<file path="config.mk">
export PLATFORM = sky130hd
export DESIGN_NAME = mem_din_capture_flat
export DESIGN_NICKNAME = d
export VERILOG_FILES = /design/src/rtl/mem_din_capture_if.sv /design/src/rtl/mem_din_capture.sv /design/src/flat_wrapper.sv
export SDC_FILE = /design/constraint.sdc
export NUM_CORES = 1
export LEC_CHECK = 0
export ABC_CLOCK_PERIOD_IN_PS = 3200
export CORE_MARGIN = 10
export CORE_UTILIZATION = 52
export DETAILED_ROUTE_END_ITERATION = 12
export HOLD_SLACK_MARGIN = 0.02
export PLACE_DENSITY_LB_ADDON = 0.2
export SETUP_SLACK_MARGIN = 0.05
export SYNTH_ARGS = -nofsm -noshare
export SYNTH_HDL_FRONTEND = slang
export SYNTH_SLANG_ARGS = --single-unit
</file>
<file path="constraint.sdc">
create_clock -name clk -period 3.2 [get_ports clk]
set_clock_uncertainty 0.2 [all_clocks]
set_input_delay 0.96 -clock clk [delete_from_list [all_inputs] [get_ports clk]]
set_output_delay 0.96 -clock clk [all_outputs]
set_load 0.1 [all_outputs]
</file>
<file path="src/rtl/mem_din_capture_if.sv">
// Bus bundle between the CPU-side requester and the memory-read capture block.
// The master side issues requests and models the external 8-bit data path.
// The slave side is the capture block itself.
interface mem_din_capture_if;
    logic        start;
    logic        word;
    logic [15:0] addr;
    logic        mem_wait;
    logic [7:0]  mem_din;
    logic        mem_rd;
    logic [15:0] mem_addr;
    logic [7:0]  reg_mem_din_lo;
    logic [7:0]  reg_mem_din_hi;
    logic        busy;
    logic        done;
    logic        err;

    modport master (
        output start, word, addr, mem_wait, mem_din,
        input  mem_rd, mem_addr, reg_mem_din_lo, reg_mem_din_hi, busy, done, err
    );

    modport slave (
        input  start, word, addr, mem_wait, mem_din,
        output mem_rd, mem_addr, reg_mem_din_lo, reg_mem_din_hi, busy, done, err
    );
endinterface

</file>
<file path="src/rtl/mem_din_capture.sv">
// Memory-read sequencer and data-in capture register.
// A start pulse performs one or two byte reads on the 8-bit external path and
// captures them into a zero-extended 16-bit operand for the internal bus.
//
// state | meaning
// ------+-------------------------------------------------------------
// IDLE  | no read in progress, waiting for start
// LO    | reading low byte at mem_addr, counting mem_wait stalls
// HI    | reading high byte at mem_addr (start address + 1)
// DONE  | one-cycle completion pulse; start here chains the next read
// ERR   | one-cycle timeout pulse; start here chains the next read
module mem_din_capture #(
    parameter int MAX_WAIT = 255
) (
    input logic              clk,
    input logic              rst,
    mem_din_capture_if.slave bus
);
    localparam int WW = $clog2(MAX_WAIT + 1);
    localparam logic [WW-1:0] WCNT_MAX = WW'(MAX_WAIT);

    typedef enum logic [2:0] {
        S_IDLE = 3'd0,
        S_LO   = 3'd1,
        S_HI   = 3'd2,
        S_DONE = 3'd3,
        S_ERR  = 3'd4
    } state_t;

    state_t        state;
    state_t        state_nxt;
    logic [WW-1:0] wcnt;
    logic          word_q;
    logic [15:0]   addr_q;
    logic [7:0]    lo_q;
    logic [7:0]    hi_q;
    logic          accept;
    logic          wait_tc;

    // A new request is taken only when no byte read is in flight.
    assign accept  = bus.start && ((state == S_IDLE) || (state == S_DONE) || (state == S_ERR));
    // Stall has already lasted MAX_WAIT cycles; one more aborts the byte.
    assign wait_tc = bus.mem_wait && (wcnt == WCNT_MAX);

    // State register.
    always_ff @(posedge clk or posedge rst) begin
        if (rst) begin
            state <= S_IDLE;
        end else begin
            state <= state_nxt;
        end
    end

    // Next-state decode.
    always_comb begin
        state_nxt = state;
        case (state)
            S_IDLE: begin
                if (accept) state_nxt = S_LO;
            end
            S_DONE, S_ERR: begin
                state_nxt = accept ? S_LO : S_IDLE;
            end
            S_LO: begin
                if (!bus.mem_wait) state_nxt = word_q ? S_HI : S_DONE;
                else if (wait_tc)  state_nxt = S_ERR;
            end
            S_HI: begin
                if (!bus.mem_wait) state_nxt = S_DONE;
                else if (wait_tc)  state_nxt = S_ERR;
            end
            default: state_nxt = S_IDLE;
        endcase
    end

    // Request latch, address sequencing, stall counter and byte capture.
    always_ff @(posedge clk or posedge rst) begin
        if (rst) begin
            wcnt   <= '0;
            word_q <= 1'b0;
            addr_q <= 16'h0000;
            lo_q   <= 8'h00;
            hi_q   <= 8'h00;
        end else begin
            if (accept) begin
                word_q <= bus.word;
                addr_q <= bus.addr;
                wcnt   <= '0;
                // Byte reads present a zero-extended operand from the start.
                if (!bus.word) hi_q <= 8'h00;
            end else if (state == S_LO) begin
                if (!bus.mem_wait) begin
                    lo_q <= bus.mem_din;
                    wcnt <= '0;
                    if (word_q) addr_q <= addr_q + 16'd1;
                end else if (!wait_tc) begin
                    wcnt <= wcnt + WW'(1);
                end
            end else if (state == S_HI) begin
                if (!bus.mem_wait) begin
                    hi_q <= bus.mem_din;
                    wcnt <= '0;
                end else if (!wait_tc) begin
                    wcnt <= wcnt + WW'(1);
                end
            end
        end
    end

    // Outputs are pure state decodes or registers.
    assign bus.mem_rd         = (state == S_LO) || (state == S_HI);
    assign bus.busy           = (state == S_LO) || (state == S_HI);
    assign bus.done           = (state == S_DONE);
    assign bus.err            = (state == S_ERR);
    assign bus.mem_addr       = addr_q;
    assign bus.reg_mem_din_lo = lo_q;
    assign bus.reg_mem_din_hi = hi_q;
endmodule

</file>
<file path="src/flat_wrapper.sv">
// flat-port wrapper written by rule: the top's interface ports become plain ports
module mem_din_capture_flat 
#(
    parameter int MAX_WAIT = 255
)
  (clk, rst, bus_start, bus_word, bus_addr, bus_mem_wait, bus_mem_din, bus_mem_rd, bus_mem_addr, bus_reg_mem_din_lo, bus_reg_mem_din_hi, bus_busy, bus_done, bus_err);
  mem_din_capture_if bus_i ();
  input logic clk;
  input logic rst;
  input wire logic [$bits(bus_i.start)-1:0] bus_start;
  input wire logic [$bits(bus_i.word)-1:0] bus_word;
  input wire logic [$bits(bus_i.addr)-1:0] bus_addr;
  input wire logic [$bits(bus_i.mem_wait)-1:0] bus_mem_wait;
  input wire logic [$bits(bus_i.mem_din)-1:0] bus_mem_din;
  output wire logic [$bits(bus_i.mem_rd)-1:0] bus_mem_rd;
  output wire logic [$bits(bus_i.mem_addr)-1:0] bus_mem_addr;
  output wire logic [$bits(bus_i.reg_mem_din_lo)-1:0] bus_reg_mem_din_lo;
  output wire logic [$bits(bus_i.reg_mem_din_hi)-1:0] bus_reg_mem_din_hi;
  output wire logic [$bits(bus_i.busy)-1:0] bus_busy;
  output wire logic [$bits(bus_i.done)-1:0] bus_done;
  output wire logic [$bits(bus_i.err)-1:0] bus_err;
  assign bus_i.start = bus_start;
  assign bus_i.word = bus_word;
  assign bus_i.addr = bus_addr;
  assign bus_i.mem_wait = bus_mem_wait;
  assign bus_i.mem_din = bus_mem_din;
  assign bus_mem_rd = bus_i.mem_rd;
  assign bus_mem_addr = bus_i.mem_addr;
  assign bus_reg_mem_din_lo = bus_i.reg_mem_din_lo;
  assign bus_reg_mem_din_hi = bus_i.reg_mem_din_hi;
  assign bus_busy = bus_i.busy;
  assign bus_done = bus_i.done;
  assign bus_err = bus_i.err;
  mem_din_capture #(.MAX_WAIT(MAX_WAIT)) u_core (.clk(clk), .rst(rst), .bus(bus_i));
endmodule
</file>
-- Word level (Yosys, flattened, before mapping)
Cells that the tools add are included.
- $add $sub $neg: 2
- equality and inequality tests: 9
- mux-type cells: 21
- bitwise operators: 2
- reductions and logical operators: 14
- operators by type and width (kind ; number):
    $mux W8 ; 10
    $mux W16 ; 4
    $add A16 B1 Y16 const B ; 1
    $mux W3 ; 4
    $pmux W3 S4 ; 1
    $add A8 B1 Y8 const B ; 1
    $eq A8 B8 Y1 const B ; 1
    $eq A3 B2 Y1 const B ; 2
    $ne A2 B1 Y1 const B ; 3
    $reduce_and A3 Y1 ; 2
    $reduce_bool A2 Y1 ; 3
    $reduce_and A4 Y1 ; 1
    $eq A3 B1 Y1 const B ; 1
    $eq A3 B3 Y1 const B ; 1
    $logic_not A3 Y1 ; 1
    $logic_or A1 B1 Y1 ; 3
    $reduce_bool A3 Y1 ; 1
    $logic_and A1 B1 Y1 ; 2
    $mux W1 ; 2
    $ne A2 B2 Y1 const B ; 1
    $not A1 Y1 ; 2
    $reduce_or A2 Y1 ; 1
- bits in registers: 44
- input bits: 29

-- Depth between registers and ports, before layout
- depth in word-level cells: 7
- mapped depth: 8
- depth with buffers taken out: 5

-- Worst setup path after synthesis
No wires, ideal clock.
- path kind: register to output
- from: register u_core.state[0]
- to: output bus_mem_rd
- data arrival time: 2.315 ns
- required time: 2.040 ns
- setup slack: -0.275 ns
- cell stages (with the launch flop): 7
- path buffers: 3
- path through: dfrtp_1 buf_2 xor2_1 nand2b_1 clkbuf_1 clkinv_1 buf_4
- word-level cells in the longest chain between the ends: 2
- elaborated cells between the ends (all ways): 3
- ends and longest elaborated chain (what ; line ; RTL):
    start, declared ; mem_din_capture.sv:30 ; state_t state;
    start signal, assigned ; mem_din_capture.sv:50 ; state <= state_nxt;
    $eq A3 B1 Y1 or $eq A3 B2 Y1 (tied branches) ; - ;
    $logic_or A1 B1 Y1 * ; - ;
    end, declared ; flat_wrapper.sv:15 ; output wire logic [$bits(bus_i.mem_rd)-1:0] bus_mem_rd;
Every way passes the cells marked *; elsewhere a longest branch is shown, timed or not.

-- Worst setup path in the final report
- from: input bus_mem_wait
- to: register u_core.addr_q[9] (netlist: u_core.bus.mem_addr[9])
- word-level cells in the longest chain between the ends: 2
- ends and longest elaborated chain (what ; line ; RTL):
    start, declared ; flat_wrapper.sv:13 ; input wire logic [$bits(bus_i.mem_wait)-1:0] bus_mem_wait;
    $ne A2 B1 Y1 (no source line) ; - ;
    $reduce_and A3 Y1 (no source line) ; - ;
    end signal, assigned ; mem_din_capture.sv:87 ; addr_q <= bus.addr;
    end signal, assigned ; mem_din_capture.sv:95 ; if (word_q) addr_q <= addr_q + 16'd1;
    end, declared ; mem_din_capture.sv:34 ; logic [15:0] addr_q;
Every way passes these cells.
A chain may end at the register's enable or synchronous reset.

==> summary.txt <==
Setup path
  – Buffers & Inverters on Critical Path: 1
  – Crit path depth: 5
  – CP delay by family, top: simple AND/OR/NAND/NOR gates
  – Arrival time at the worst endpoint: 2.73 ns
  – Flop2flop setup slack: 0.97 ns
  – CP max-delay cell: or4b_4
  – CP cell instances: clkdlybuf4s50_1 > or4b_4 > nor4_2 > a311oi_1 > nor3_1
  – CP Launch Type: input pin
  – Critical path capture point type: flop
  – Data required, critical path: 3.21 ns
  – Reg2reg end: u_core.bus.mem_addr[14]
  – WS Path Type: in -> reg
  – Slowest stage delay, CP: 0.56 ns
  – CP startpoint: bus_mem_wait
  – Crit path to: u_core.bus.mem_addr[9]
  – RR Startpoint: u_core.state[2]
  – Max FO, Critical Path: 4
  – Worst Reg-to-Reg Cells: 4

Hold path
  – Hold Crit Class: reg -> reg

Placed design
  – HPWL Detailed: 4360 um
  – Port buffer count: 64
  – Placer Congestion: 0.847

Flow run
  – Max_cap viols: 0

STA
  – Min cycle time layout: 2.72 ns
  – Final setup vio count: 0
  – F_max: 368 MHz
  – RSZ-0062 raised after global routing: no
  – Relative slew slack: 0.391
  – Endpoints failing hold: 0
  – Period utilisation layout: 0.850
  – Slew Limit Fails: 0
  – Setup TNS: 0 ns
  – Slew at the pin closest to its max-slew limit: 0.914 ns

Synthesis
  – Adder-cell share of the synthesized area: 0.0105
  – Post-Synth XOR/XNOR Area: 0.0294
  – Simple-gate share of the synthesized area: 0.265
  – Library cells used by synthesis: 47
  – Largest family of logic cells by synthesized area: simple AND/OR/NAND/NOR gates
  – Cells after Synth: 259
  – Prevailing post-synth register cell: dfrtp_1
  – Post-synthesis cell area: 2390 um2
  – Asr flop ratio synth: 1.00
  – Warnings from Yosys: 0
  – Synth Area in Compound Gates: 0.131
  – Syn Area/Cell: 9.21 um2
  – FF+latch count, synth: 44
  – Synthesized netlist net count: 290
  – Multiplexer share of the synthesized area: 0.0420
  – Register area share after synthesis: 0.461
  – EDFF count, synth: 0

Global routing
  – Initial antenna violation count: 0
  – Number of global-route vias before repair: 2040
  – Largest net degree at the start of global routing: 26
  – Gr ovfl total: 0
  – Total GRT Usage: 0.154
  – Global-route wire length before repair: 9720 um

Route
  – WL final: 5890 um
  – Wire per inst: 15.8 um
  – Starting DRT DRC Count: 126
  – Detailed Routing Iterations Pass 1: 4
  – DRC: 0
  – Vias per cell: 5.68
  – Post-DRT Antenna Nets: 0
  – Via count: 2118

Clock network
  – Htree depth: 2
  – CTS Buf Count: 5
  – Clk Latency, worst-skew pair: 0.29 ns
  – Clock slew at reported path FFs: 0.08 ns
  – Sink Count: 44
  – CTS tree: yes
  – Post-CTS Repair Setup Buffers: 0
  – CTS resizes: 0
  – CTS root buffer: clkbuf_8
  – CTS Hold Bufs: 0
  – CTS Buffer Depth: 2

Run status
  – Status: finished clean

Layout
  – Nets: 352
  – Diode count: 0
  – Most common cell after layout, fill and taps aside: nand2_1
  – Share of layout cells above drive strength 1: 0.193
  – Area grow syn2layout: 28.8%
  – Most frequent cells in the layout: 50 x nand2_1, 44 x dfrtp_1, 40 x buf_4
  – # fillers: 356

Die
  – Initial Util: 0.541
  – Area of the die: 7700 um2
  – Die W: 87.7 um
  – Chip height: 87.7 um
  – Core area: 4410 um2
  – I/O pin count: 65
  – FP Rows: 24
## per-layer routing
layer / share of wire / global-route usage / vias to the layer above
met5: 0 / 0 / -
met3: 0.077 / 0.0455 / 7
met1: 0.45 / 0.197 / 1008
met2: 0.46 / 0.249 / 69
li1: - / - / 1034
met4: 0.0093 / 0.0391 / 0
## Yosys cell counts, drive strengths merged (6+ instances only)
library cell / instances / share of area
nor3: 7 / 0.015
a21oi: 10 / 0.023
nor2: 15 / 0.024
nand2: 50 / 0.079
dfrtp: 44 / 0.46
inv: 11 / 0.017
a31oi: 6 / 0.016
mux2i: 10 / 0.042
clkbuf: 6 / 0.0094
o21ai: 17 / 0.037
buf: 10 / 0.033
nand3: 16 / 0.034
## cell families after synthesis
family | after synthesis
and+or+nand+nor | 119
AOI/OAI and AO/OA | 48
buffers and inverters | 28
adders and majority gates | 2
xor gates and xnor gates | 8
DFF | 44
muxes | 10
## flip-flops by register name, indices dropped and copies added (netlist names)
register / count
u_core.state: 3
u_core.word_q: 1
u_core.bus.reg_mem_din_lo: 8
u_core.bus.mem_addr: 16
u_core.bus.reg_mem_din_hi: 8
u_core.wcnt: 8
## worst min-delay path by stage
stage                                 start                           end  depth (start not counted)
4_1_cts        u_core.bus.reg_mem_din_lo[7]  u_core.bus.reg_mem_din_lo[7]                          2
3_3_place_gp   u_core.bus.reg_mem_din_lo[4]  u_core.bus.reg_mem_din_lo[4]                          2
3_5_place_dp   u_core.bus.reg_mem_din_lo[1]  u_core.bus.reg_mem_din_lo[1]                          2
2_1_floorplan                u_core.wcnt[1]                u_core.wcnt[1]                          2
6_report       u_core.bus.reg_mem_din_lo[7]  u_core.bus.reg_mem_din_lo[7]                          2
5_1_grt        u_core.bus.reg_mem_din_lo[0]  u_core.bus.reg_mem_din_lo[0]                          2
## metrics by stage
step | cell area, um2 | util | instances | setup WS, ns | hold slack [ns]
finish | 3070 | 0.696 | 373 | 0.481 | 0.283
global route | 3070 | 0.696 | 373 | 0.349 | 0.313
CTS | 3070 | 0.696 | 373 | 0.480 | 0.290
detailed placement | 2990 | 0.678 | 366 | 0.143 | 0.271
global placement | 2990 | 0.678 | 366 | 0.233 | 0.259
floorplan | 2390 | - | 259 | 0.187 | 0.336
## cell type report
type                       instances  area [um2]  share of cell area
clock buffer                       5        68.8              0.0224
clock inverter                     2        12.5             0.00407
inverter                          12        46.3              0.0151
multi-input combinational        187        1140               0.371
sequential                        44        1100               0.358
tap                               52        65.1              0.0212
timing repair buffer              71         641               0.208
## worst reg2reg max path: stages, from the launching register on
cell,delay [ns]
dfrtp_1,0.53
and3b_2,0.29
o21ai_2,0.74
o311ai_0,0.28
nand3_1,0.14
Power is not shown: default switching activity piles up to over one toggle a cycle in this logic, so the estimate is an artifact.
==> edit, RTL diff (config.mk and constraints unchanged) <==
Re-encode `state_t` (5 states) as one-hot, 5 bits wide.
--- a/src/rtl/mem_din_capture.sv
+++ b/src/rtl/mem_din_capture.sv
@@ -19,12 +19,12 @@
     localparam int WW = $clog2(MAX_WAIT + 1);
     localparam logic [WW-1:0] WCNT_MAX = WW'(MAX_WAIT);
 
-    typedef enum logic [2:0] {
-        S_IDLE = 3'd0,
-        S_LO   = 3'd1,
-        S_HI   = 3'd2,
-        S_DONE = 3'd3,
-        S_ERR  = 3'd4
+    typedef enum logic [4:0] {
+        S_IDLE = 5'b00001,
+        S_LO   = 5'b00010,
+        S_HI   = 5'b00100,
+        S_DONE = 5'b01000,
+        S_ERR  = 5'b10000
     } state_t;
 
     state_t        state;
Formal check against the unedited RTL: no difference found for any inputs over 10 cycles, from zero or initial values and one cycle with rst high; not proved beyond that.
==> edit against the unedited design <==
  * Sequential cell count increased by 2
  * Utilization down 0.92 points
  * Maximum frequency down 6.9%
  * Design area rose by 4.2%
  * Count of clock-buffer cells in the layout increased by 2
  * Critical path depth shrank 2
  * Area after synthesis is 3.7% higher
  * Routed wire length is 13% higher
  * Worst setup slack lost 0.20 ns
  * Worst hold slack worse by 0.0085 ns
  * First-iteration DRC count decreased by 16%
==> edit: results (changes against the unedited design) <==
Critical path
  – Worst-path fanout max: 12 (+8)
  – Worst-case reg-to-reg path depth: 5 (+1)
  – Critical Path Source: u_core.state[3]
  – FF-to-FF End: u_core.bus.mem_addr[14]
  – CP max stage cell: or4_1
  – Largest delay share family, worst path: simple AND/OR/NAND/NOR gates
  – Worst path max stage delay: 0.58 ns (+0.02 ns)
  – CP arrival: 1.76 ns (-0.97 ns)
  – Nature of the critical path startpoint: flop
  – Flop-to-flop setup slack: 0.83 ns (-0.14 ns)
  – Worst Setup EP: bus_err

Detailed routing
  – Detailed Route Iter0 Violations: 106 (-16%)
  – Post-Route WL: 6680 µm (+13%)
  – DR pass1 iterations: 5 (+1)
  – Vias/cell: 5.96 (+4.9%)

Hold path
  – HP Start: u_core.word_q
  – Hold Path Depth: 2 (unchanged)
  – Hold EP: u_core.word_q

Synth
  – Synth area leaders: dfrtp_1 (46%), nand2_1 (4.9%), mux2_2 (3.6%)
  – Yosys warnings: 0 (unchanged)
  – Syn_nets: 290 (unchanged)
  – Async SR Flop Fraction: 100% (unchanged)
  – Yosys cell types: 53 (+13%)
  – Synth Area in XOR/XNOR: 2.12% (-0.81 points)
  – Compound-Gate Fraction of Synth Area: 18.5% (+5.5 points)
  – Multiplexer area fraction after synthesis: 4.05% (-0.15 points)
  – Sequential share of the synthesized area: 46.6% (+0.44 points)
  – Top post-synthesis cells by count: dfrtp_1 (45), nand2_1 (32), nor2_1 (21)
  – Synthesized-area fraction occupied by adder cells: 1.01% (-0.037 points)

GRT
  – Pin count of the biggest net entering global routing: 47 (+81%)
  – Vias in the first global route: 2219 (+8.8%)
  – First-pass GRT wire length: 11100 µm (+14%)
  – GRT Total Usage: 17.6% (+2.2 points)
  – Initial antenna violation count: 0 (unchanged)

Finish
  – Layout cells sized above 1: 21.7% (+2.4 points)
  – Final net count: 353 (+0.28%)
  – Antenna diodes: 0 (unchanged)
  – Fillers: 375 (+5.3%)

Clock tree
  – Clk pin slew, worst setup/hold paths: 0.09 ns
  – Clock buffer depth: 2 (unchanged)
  – CTS Buf Count: 5 (unchanged)
  – Clk_lat worst skew: 0.31 ns (+0.02 ns)
  – Htree depth: 2 (unchanged)
  – Setup bufs post-CTS: 0 (unchanged)

Place
  – Detail Placement HPWL: 4810 µm (+10%)
  – Final GP Congestion: 0.832 (-1.8%)
  – I/O Buffers: 64 (unchanged)

Timing
  – Min Hold Slack: 0.275 ns (-0.00847 ns)
  – Rel. slew slack: 36.4% (-2.6 points)

Pwr
  – Lkg Pwr: around 1.4 nW
  – Peak VDD IR: between 0.6 and 0.7 mV

Status
  – Status: finished, final reports clean
## edit: cell count changes after synthesis, sizes merged, moves of 4 or more
| cell | delta |
|---|---|
| o311ai | +6 |
| or4b | -4 |
| nor2 | +9 |
| a22o | +10 |
| mux2i | -9 |
| mux2 | +8 |
| nand2 | -18 |
## edit: power by group
group / internal (mW) / switching [mW]
logic: 0.495 / 1.56
registers: 0.773 / 0.240
clock network: 0.175 / 0.201
total: 1.44 / 2.00
## edit: cells by family after synthesis
group	count (synthesis)
and+or+nand+nor	108
AOI/OAI and AO/OA	65
DFF	46
buffers and inverters	23
muxes	9
xor gates and xnor gates	6
adders and majority gates	2
## edit: worst register-to-register path: stages, from the launching register on
cell and delay [ns]:
dfrtp_1 0.54, xor2_1 0.25, o211a_2 0.34, nor2_1 0.61
o21ai_0 0.21, o311ai_1 0.13
## edit: layout make-up
type | instances | area share [%]
tap | 54 | 2.11
clock inverter | 1 | 0.156
inverter | 9 | 1.05
multi-input combinational | 190 | 37.9
timing repair buffer | 70 | 20.2
clock buffer | 7 | 2.70
sequential | 46 | 36.0
## edit: per-stage QoR
step / std cells / cell area, µm² / setup slack (ns)
after floorplan: 259 / 2480 / -0.0732
after global placement: 369 / 3110 / 0.265
after detailed placement: 369 / 3110 / 0.214
after CTS: 377 / 3200 / 0.289
after global routing: 377 / 3200 / 0.191
final: 377 / 3200 / 0.281
## edit: per-layer routing
| metal | vias up | global-route usage, % | share of wire, % |
|---|---|---|---|
| met4 | 0 | 7.95 | 2.2 |
| met1 | 1076 | 21.4 | 42 |
| li1 | 1078 | - | - |
| met5 | - | 0 | 0 |
| met2 | 79 | 27.8 | 47 |
| met3 | 13 | 6.02 | 8.9 |
